--- config.mk ---
export PLATFORM = sky130hd
export DESIGN_NAME = ray_aabb_sched_flat
export DESIGN_NICKNAME = d
export VERILOG_FILES = /design/src/rtl/ray_aabb_sched_if.sv /design/src/rtl/ray_aabb_sched.sv /design/src/flat_wrapper.sv
export SDC_FILE = /design/constraint.sdc
export NUM_CORES = 1
export LEC_CHECK = 0
export CAP_MARGIN = 10
export CELL_PAD_IN_SITES_DETAIL_PLACEMENT = 1
export CELL_PAD_IN_SITES_GLOBAL_PLACEMENT = 1
export CORE_AREA = 3 3 535 537
export DETAILED_ROUTE_END_ITERATION = 7
export DIE_AREA = 0 0 538 540
export PLACE_DENSITY_LB_ADDON = 0.1
export SKIP_LAST_GASP = 1
export SLEW_MARGIN = 10
export SYNTH_ARGS = -nofsm -noshare
export SYNTH_HDL_FRONTEND = slang
export SYNTH_SLANG_ARGS = --single-unit
--- constraint.sdc ---
create_clock -name clk -period 4.5 [get_ports clk]
set_clock_uncertainty 0.1 [all_clocks]
set_input_delay 0.45 -clock clk [delete_from_list [all_inputs] [get_ports clk]]
set_output_delay 0.45 -clock clk [all_outputs]
set_load 0.03 [all_outputs]
--- src/rtl/ray_aabb_sched_if.sv ---
// Signal bundle for ray_aabb_sched: two job requesters, the shared
// intersection datapath, and the two per-requester result streams.
`timescale 1ns/1ps
interface ray_aabb_sched_if #(
  parameter int W = 447
);
  logic         req0_valid;
  logic         req0_ready;
  logic [W-1:0] req0_data;
  logic         req1_valid;
  logic         req1_ready;
  logic [W-1:0] req1_data;
  logic         dp_valid;
  logic [W-1:0] dp_data;
  logic         dp_hit;
  logic         res0_valid;
  logic         res0_hit;
  logic         res0_ready;
  logic         res1_valid;
  logic         res1_hit;
  logic         res1_ready;
  logic         busy;

  // master: the scheduler itself; slave: requesters plus datapath around it.
  modport master (
    input  req0_valid, req0_data, req1_valid, req1_data, dp_hit, res0_ready, res1_ready,
    output req0_ready, req1_ready, dp_valid, dp_data, res0_valid, res0_hit,
           res1_valid, res1_hit, busy
  );

  modport slave (
    output req0_valid, req0_data, req1_valid, req1_data, dp_hit, res0_ready, res1_ready,
    input  req0_ready, req1_ready, dp_valid, dp_data, res0_valid, res0_hit,
           res1_valid, res1_hit, busy
  );
endinterface

--- src/rtl/ray_aabb_sched.sv ---
// Round-robin, credit-based sharing of one fixed-latency ray/AABB unit between
// two requesters; returned hit bits are steered by tag into per-requester FIFOs.
`timescale 1ns/1ps
module ray_aabb_sched #(
  parameter int LAT   = 12,
  parameter int DEPTH = 4,
  parameter int W     = 447
) (
  input  logic             clk,
  input  logic             rst,
  ray_aabb_sched_if.master bus
);
  localparam int              AW      = $clog2(DEPTH);
  localparam int              CW      = AW + 1;
  localparam logic [CW:0]     DEPTH_C = (CW+1)'(DEPTH);

  typedef struct packed {
    logic valid;
    logic id;
  } tag_t;

  logic [1:0]       req_valid, res_ready, res_valid;
  logic [1:0]       elig, grant, push, pop;
  logic [W-1:0]     req_data [2];

  logic             last_q;
  logic             dp_valid_q;
  logic             dp_id_q;
  logic [W-1:0]     dp_data_q;
  tag_t             tag_q [LAT];
  tag_t             ret;

  logic [CW-1:0]    occ_q  [2];
  logic [CW-1:0]    infl_q [2];
  logic [AW-1:0]    wr_q   [2];
  logic [AW-1:0]    rd_q   [2];
  logic [DEPTH-1:0] mem_q  [2];

  assign req_valid   = {bus.req1_valid, bus.req0_valid};
  assign res_ready   = {bus.res1_ready, bus.res0_ready};
  assign req_data[0] = bus.req0_data;
  assign req_data[1] = bus.req1_data;

  // Credit = FIFO slots not yet promised: occupancy plus jobs still in flight.
  always_comb begin
    // NOTE: every signal driven here gets a default first so no path leaves it unassigned (no latch).
    elig  = '0;
    grant = '0;
    for (int i = 0; i < 2; i++)
      elig[i] = req_valid[i] && (({1'b0, occ_q[i]} + {1'b0, infl_q[i]}) < DEPTH_C);
    grant = elig;
    if (&elig) grant = last_q ? 2'b01 : 2'b10;
  end

  assign ret = tag_q[LAT-1];
  assign push = {ret.valid & ret.id, ret.valid & ~ret.id};

  for (genvar i = 0; i < 2; i++) begin : g_res
    assign res_valid[i] = (occ_q[i] != '0);
    assign pop[i]       = res_valid[i] & res_ready[i];
  end

  always_ff @(posedge clk or negedge rst) begin
    if (!rst) begin
      last_q     <= 1'b1;
      dp_valid_q <= 1'b0;
      dp_id_q    <= 1'b0;
      dp_data_q  <= '0;
      for (int j = 0; j < LAT; j++) tag_q[j] <= '0;
      for (int i = 0; i < 2; i++) begin
        occ_q[i]  <= '0;
        infl_q[i] <= '0;
        wr_q[i]   <= '0;
        rd_q[i]   <= '0;
      end
    end else begin
      // NOTE: all state updates are non-blocking so every RHS sees pre-edge values.
      dp_valid_q <= |grant;
      if (|grant) begin
        dp_id_q   <= grant[1];
        dp_data_q <= grant[1] ? req_data[1] : req_data[0];
        last_q    <= grant[1];
      end
      // The tag trails dp_valid so it exits exactly when the unit's answer is due.
      tag_q[0] <= tag_t'{valid: dp_valid_q, id: dp_id_q};
      for (int j = 1; j < LAT; j++) tag_q[j] <= tag_q[j-1];
      for (int i = 0; i < 2; i++) begin
        infl_q[i] <= infl_q[i] + CW'(grant[i]) - CW'(push[i]);
        occ_q[i]  <= occ_q[i] + CW'(push[i]) - CW'(pop[i]);
        if (push[i]) wr_q[i] <= wr_q[i] + AW'(1);
        if (pop[i])  rd_q[i] <= rd_q[i] + AW'(1);
      end
    end
  end

  // NOTE: result storage has no reset; occupancy and pointers alone decide what is valid.
  always_ff @(posedge clk) begin
    for (int i = 0; i < 2; i++)
      if (push[i]) mem_q[i][wr_q[i]] <= bus.dp_hit;
  end

  assign bus.req0_ready = grant[0];
  assign bus.req1_ready = grant[1];
  assign bus.dp_valid   = dp_valid_q;
  assign bus.dp_data    = dp_data_q;
  assign bus.res0_valid = res_valid[0];
  assign bus.res1_valid = res_valid[1];
  // Gate with valid so a stale storage bit never shows after reset.
  assign bus.res0_hit   = res_valid[0] & mem_q[0][rd_q[0]];
  assign bus.res1_hit   = res_valid[1] & mem_q[1][rd_q[1]];
  assign bus.busy       = (|infl_q[0]) | (|infl_q[1]) | (|res_valid);
endmodule

--- src/flat_wrapper.sv ---
// flat-port wrapper written by rule: the top's interface ports become plain ports
module ray_aabb_sched_flat 
#(
  parameter int LAT   = 12,
  parameter int DEPTH = 4,
  parameter int W     = 447
)
  (clk, rst, bus_req0_valid, bus_req0_data, bus_req1_valid, bus_req1_data, bus_dp_hit, bus_res0_ready, bus_res1_ready, bus_req0_ready, bus_req1_ready, bus_dp_valid, bus_dp_data, bus_res0_valid, bus_res0_hit, bus_res1_valid, bus_res1_hit, bus_busy);
  ray_aabb_sched_if #(.W(W)) bus_i ();
  input  logic clk;
  input  logic rst;
  input wire logic [$bits(bus_i.req0_valid)-1:0] bus_req0_valid;
  input wire logic [$bits(bus_i.req0_data)-1:0] bus_req0_data;
  input wire logic [$bits(bus_i.req1_valid)-1:0] bus_req1_valid;
  input wire logic [$bits(bus_i.req1_data)-1:0] bus_req1_data;
  input wire logic [$bits(bus_i.dp_hit)-1:0] bus_dp_hit;
  input wire logic [$bits(bus_i.res0_ready)-1:0] bus_res0_ready;
  input wire logic [$bits(bus_i.res1_ready)-1:0] bus_res1_ready;
  output wire logic [$bits(bus_i.req0_ready)-1:0] bus_req0_ready;
  output wire logic [$bits(bus_i.req1_ready)-1:0] bus_req1_ready;
  output wire logic [$bits(bus_i.dp_valid)-1:0] bus_dp_valid;
  output wire logic [$bits(bus_i.dp_data)-1:0] bus_dp_data;
  output wire logic [$bits(bus_i.res0_valid)-1:0] bus_res0_valid;
  output wire logic [$bits(bus_i.res0_hit)-1:0] bus_res0_hit;
  output wire logic [$bits(bus_i.res1_valid)-1:0] bus_res1_valid;
  output wire logic [$bits(bus_i.res1_hit)-1:0] bus_res1_hit;
  output wire logic [$bits(bus_i.busy)-1:0] bus_busy;
  assign bus_i.req0_valid = bus_req0_valid;
  assign bus_i.req0_data = bus_req0_data;
  assign bus_i.req1_valid = bus_req1_valid;
  assign bus_i.req1_data = bus_req1_data;
  assign bus_i.dp_hit = bus_dp_hit;
  assign bus_i.res0_ready = bus_res0_ready;
  assign bus_i.res1_ready = bus_res1_ready;
  assign bus_req0_ready = bus_i.req0_ready;
  assign bus_req1_ready = bus_i.req1_ready;
  assign bus_dp_valid = bus_i.dp_valid;
  assign bus_dp_data = bus_i.dp_data;
  assign bus_res0_valid = bus_i.res0_valid;
  assign bus_res0_hit = bus_i.res0_hit;
  assign bus_res1_valid = bus_i.res1_valid;
  assign bus_res1_hit = bus_i.res1_hit;
  assign bus_busy = bus_i.busy;
  ray_aabb_sched #(.LAT(LAT), .DEPTH(DEPTH), .W(W)) u_core (.clk(clk), .rst(rst), .bus(bus_i));
endmodule
==> run_results.csv <==
group,metric,value,unit
power_and_ir_drop,swShare,0.439,
clocking,insertion_delay,680,ps
floorplanning,rows,195,
grt,busiest_layer,"met2",
synth,yosysTopAreaCell,"dfrtp_1",
floorplanning,start_util,0.0768,
critical_path,startpoint_type,"flip-flop",
critical_path,crit_family,"buffers and inverters",
floorplanning,coreArea,282000,µm²
finish,nets,3912,
power_and_ir_drop,combPwrFrac,0.563,
timing,slew_viol_final,0,
grt,overflow,0,
placement,dp_worst_setup_slack,779,ps
clocking,post_cts_resized,0,
grt,grt.met3_usage,0.0613,
synth,ys_ff_latch,502,
detailed_routing,drc,0,
timing,min_period,4110,ps
timing,fin_ws,392,ps
detailed_routing,dr.pass1.iters,5,
power_and_ir_drop,clockPowerShare,0.201,
critical_path,crit_buf_inv,2,
placement,port_buffers,1355,
placement,place.detailed.hpwl,140000,µm
clocking,path_clk_slew,60,ps
power_and_ir_drop,p_int,19.2,mW
synth,async_reset_ff_frac,0.984,
grt,grt_pass1_vias,23100,
timing,fmax,243,MHz
synth,yosysWarnings,0,
clocking,clockBufferDepth,3,
detailed_routing,wl_per_cell,26.4,µm
synth,ys_dominant_reg_cell,"dfrtp_1",
floorplanning,fp.dieH,540,µm
timing,final.setup.tns,0,ps
synth,synth_area_leaders,"dfrtp_1, a221o_1, and2_1",
detailed_routing,via_count,21000,
grt,grt_pass1_wl,233000,µm
floorplanning,ios,1356,
finish,nFillCells,32300,
critical_path,cp.arrival,3560,ps
floorplanning,die_w,538,µm
finish,drive_gt1_frac,0.0610,
power_and_ir_drop,ir_drop,0.000372,V
finish,most-common-layout-cells,"clkdlybuf4s50_1, dfrtp_1, and2_1",
timing,whs,241,ps
clocking,cts_tree,"yes",
power_and_ir_drop,cellPowerDensity,808,nW/µm²
critical_path,critPathCaptureType,"output pin",
finish,final_common_cell,"clkdlybuf4s50_1",
synth,yosysUniqueCellTypes,31,
power_and_ir_drop,power_switching,15.0,mW
grt,met1_usage,0.129,
detailed_routing,wirelength,180000,µm
power_and_ir_drop,power,34.3,mW
grt,gr-usage-met2,0.200,
clocking,cts.sinks,502,
synth,synth_nets,2570,
clocking,cts_buffers,83,
timing,finalSetupViolCount,0,
outcome,status,"complete, no violations",
critical_path,worstPathRequired,3950,ps
detailed_routing,ant_nets,0,
synth,syn_inst,1645,
grt,grt_max_degree,121,
power_and_ir_drop,p_seq_frac,0.236,
run,maxCapViolations,0,
timing,worstMarginPinSlew,989,ps
detailed_routing,drt_iter0_markers,955,
synth,synth_top_area_share,0.570,
placement,place_congestion,0.746,
power_and_ir_drop,p_leak,16.2,nW
grt,grt_util_all_layers,0.119,
critical_path,critPathKind,"flip-flop to output pin",
clocking,cts_setup_buffers,0,
critical_path,cp_slowest_cell,"clkdlybuf4s50_1",
timing,slew_headroom,0.341,
clocking,cts_root_buf,"clkbuf_16",
timing,rsz0062_at_grt,"false",
clocking,h-tree-depth,3,
synth,synth_area,21600,µm²
synth,syn_avg_cell_area,13.2,µm²
finish,syn_to_final_growth,95.9,%
timing,fin_crit_sh,0.913,
critical_path,crit_chain,"ha_1 -> nor4b_1 -> and2_1 -> o21ai_2 -> inv_8 -> clkdlybuf4s50_1",
grt,antenna_found_initial,138,
critical_path,cp_max_fo,39,
detailed_routing,vias_per_cell,3.07,
critical_path,slowest_delay,760,ps
synth,synth_edf_count,8,
floorplanning,dieArea,291000,µm²
worst_hold_path,hp-class,"flip-flop to flip-flop",
timing,finalHoldViolCount,0,
synth,yosysSeqAreaShare,0.582,
registers in the layout, summed over array words and instances, names as in the netlist:
register	cells
u_core.bus.dp_data	447
u_core.tag_q	22
u_core.mem_q	8
u_core.infl_q	6
u_core.occ_q	6
u_core.rd_q	4
u_core.wr_q	4
u_core.ret	2
u_core.bus.dp_valid	1
u_core.dp_id_q	1
u_core.last_q	1
routing by layer:
layer | vias to the layer above | routed length (µm) | part of all wire
met3 | 310 | 21900 | 0.12
met4 | 84 | 4860 | 0.027
met1 | 10400 | 66700 | 0.37
met5 | - | 551 | 0.0031
li1 | 9033 | - | -
met2 | 1144 | 86100 | 0.48
through the flow:
step	std cells	instance area, µm²	utilization
CTS	6792	42300	0.150
finish	6824	42400	0.150
detailed placement	6644	39500	0.140
global route	6810	42400	0.150
floorplan	1645	21600	-
global placement	6644	39500	0.140
worst paths after layout:
kind	from	slack (ps)	depth (start not counted)	endpoint
setup / recovery	u_core.infl_q[5]	390	6	bus_req0_ready
hold / removal	u_core.tag_q[23]	240	0	u_core.tag_q[21]
setup reg to reg	u_core.infl_q[5]	1140	7	u_core.bus.dp_data[203]
hold reg to reg	u_core.tag_q[23]	240	0	u_core.tag_q[21]
max in group asynchronous	rst	2780	3	u_core.bus.dp_data[173]
min in group asynchronous	rst	250	2	u_core.bus.dp_data[444]
final cells by class:
class                      count  area [µm²]  area share
antenna                       32        80.1     0.00189
timing repair buffer        1405       14100       0.333
clock inverter                27         390     0.00921
multi-input combinational    974        8030       0.189
sequential                   502       12600       0.297
tap                         3743        4680       0.110
clock buffer                 120        2400      0.0565
inverter                      21        86.3     0.00204
synthesized netlist by cell type (3+ instances only):
cell type,instances
xor2_1,3
nor2_1,4
clkbuf_1,53
buf_6,45
and2_1,456
fa_1,4
ha_1,20
xnor2_1,11
edfxtp_1,8
and3_1,4
nand2_1,7
inv_1,20
buf_2,48
dfrtp_1,493
a221o_1,447
nand3_1,3
power by group through the flow:
stage	Clock, mW	Combinational, mW	Sequential, mW
floorplan	0	7.47	11.6
global placement	0	19.8	8.23
detailed placement	0	19.8	8.18
CTS	7.31	19.9	8.19
global route	7.44	20.8	8.43
finish	6.88	19.3	8.10
cells by family after synthesis:
logic type	after synthesis	synth area share
DFF	502	0.582
AOI/OAI and AO/OA	453	0.209
muxes	2	0.00208
adders and majority gates	24	0.0153
and+or+nand+nor	481	0.138
buffers and inverters	169	0.0477
xor gates and xnor gates	14	0.00566
timing repair:
action	CTS	global route
endpoints found under the setup margin	0	0
hold buffers	1	0
hold endpoints to repair	50	0
Power figures use the tool's default switching activity.
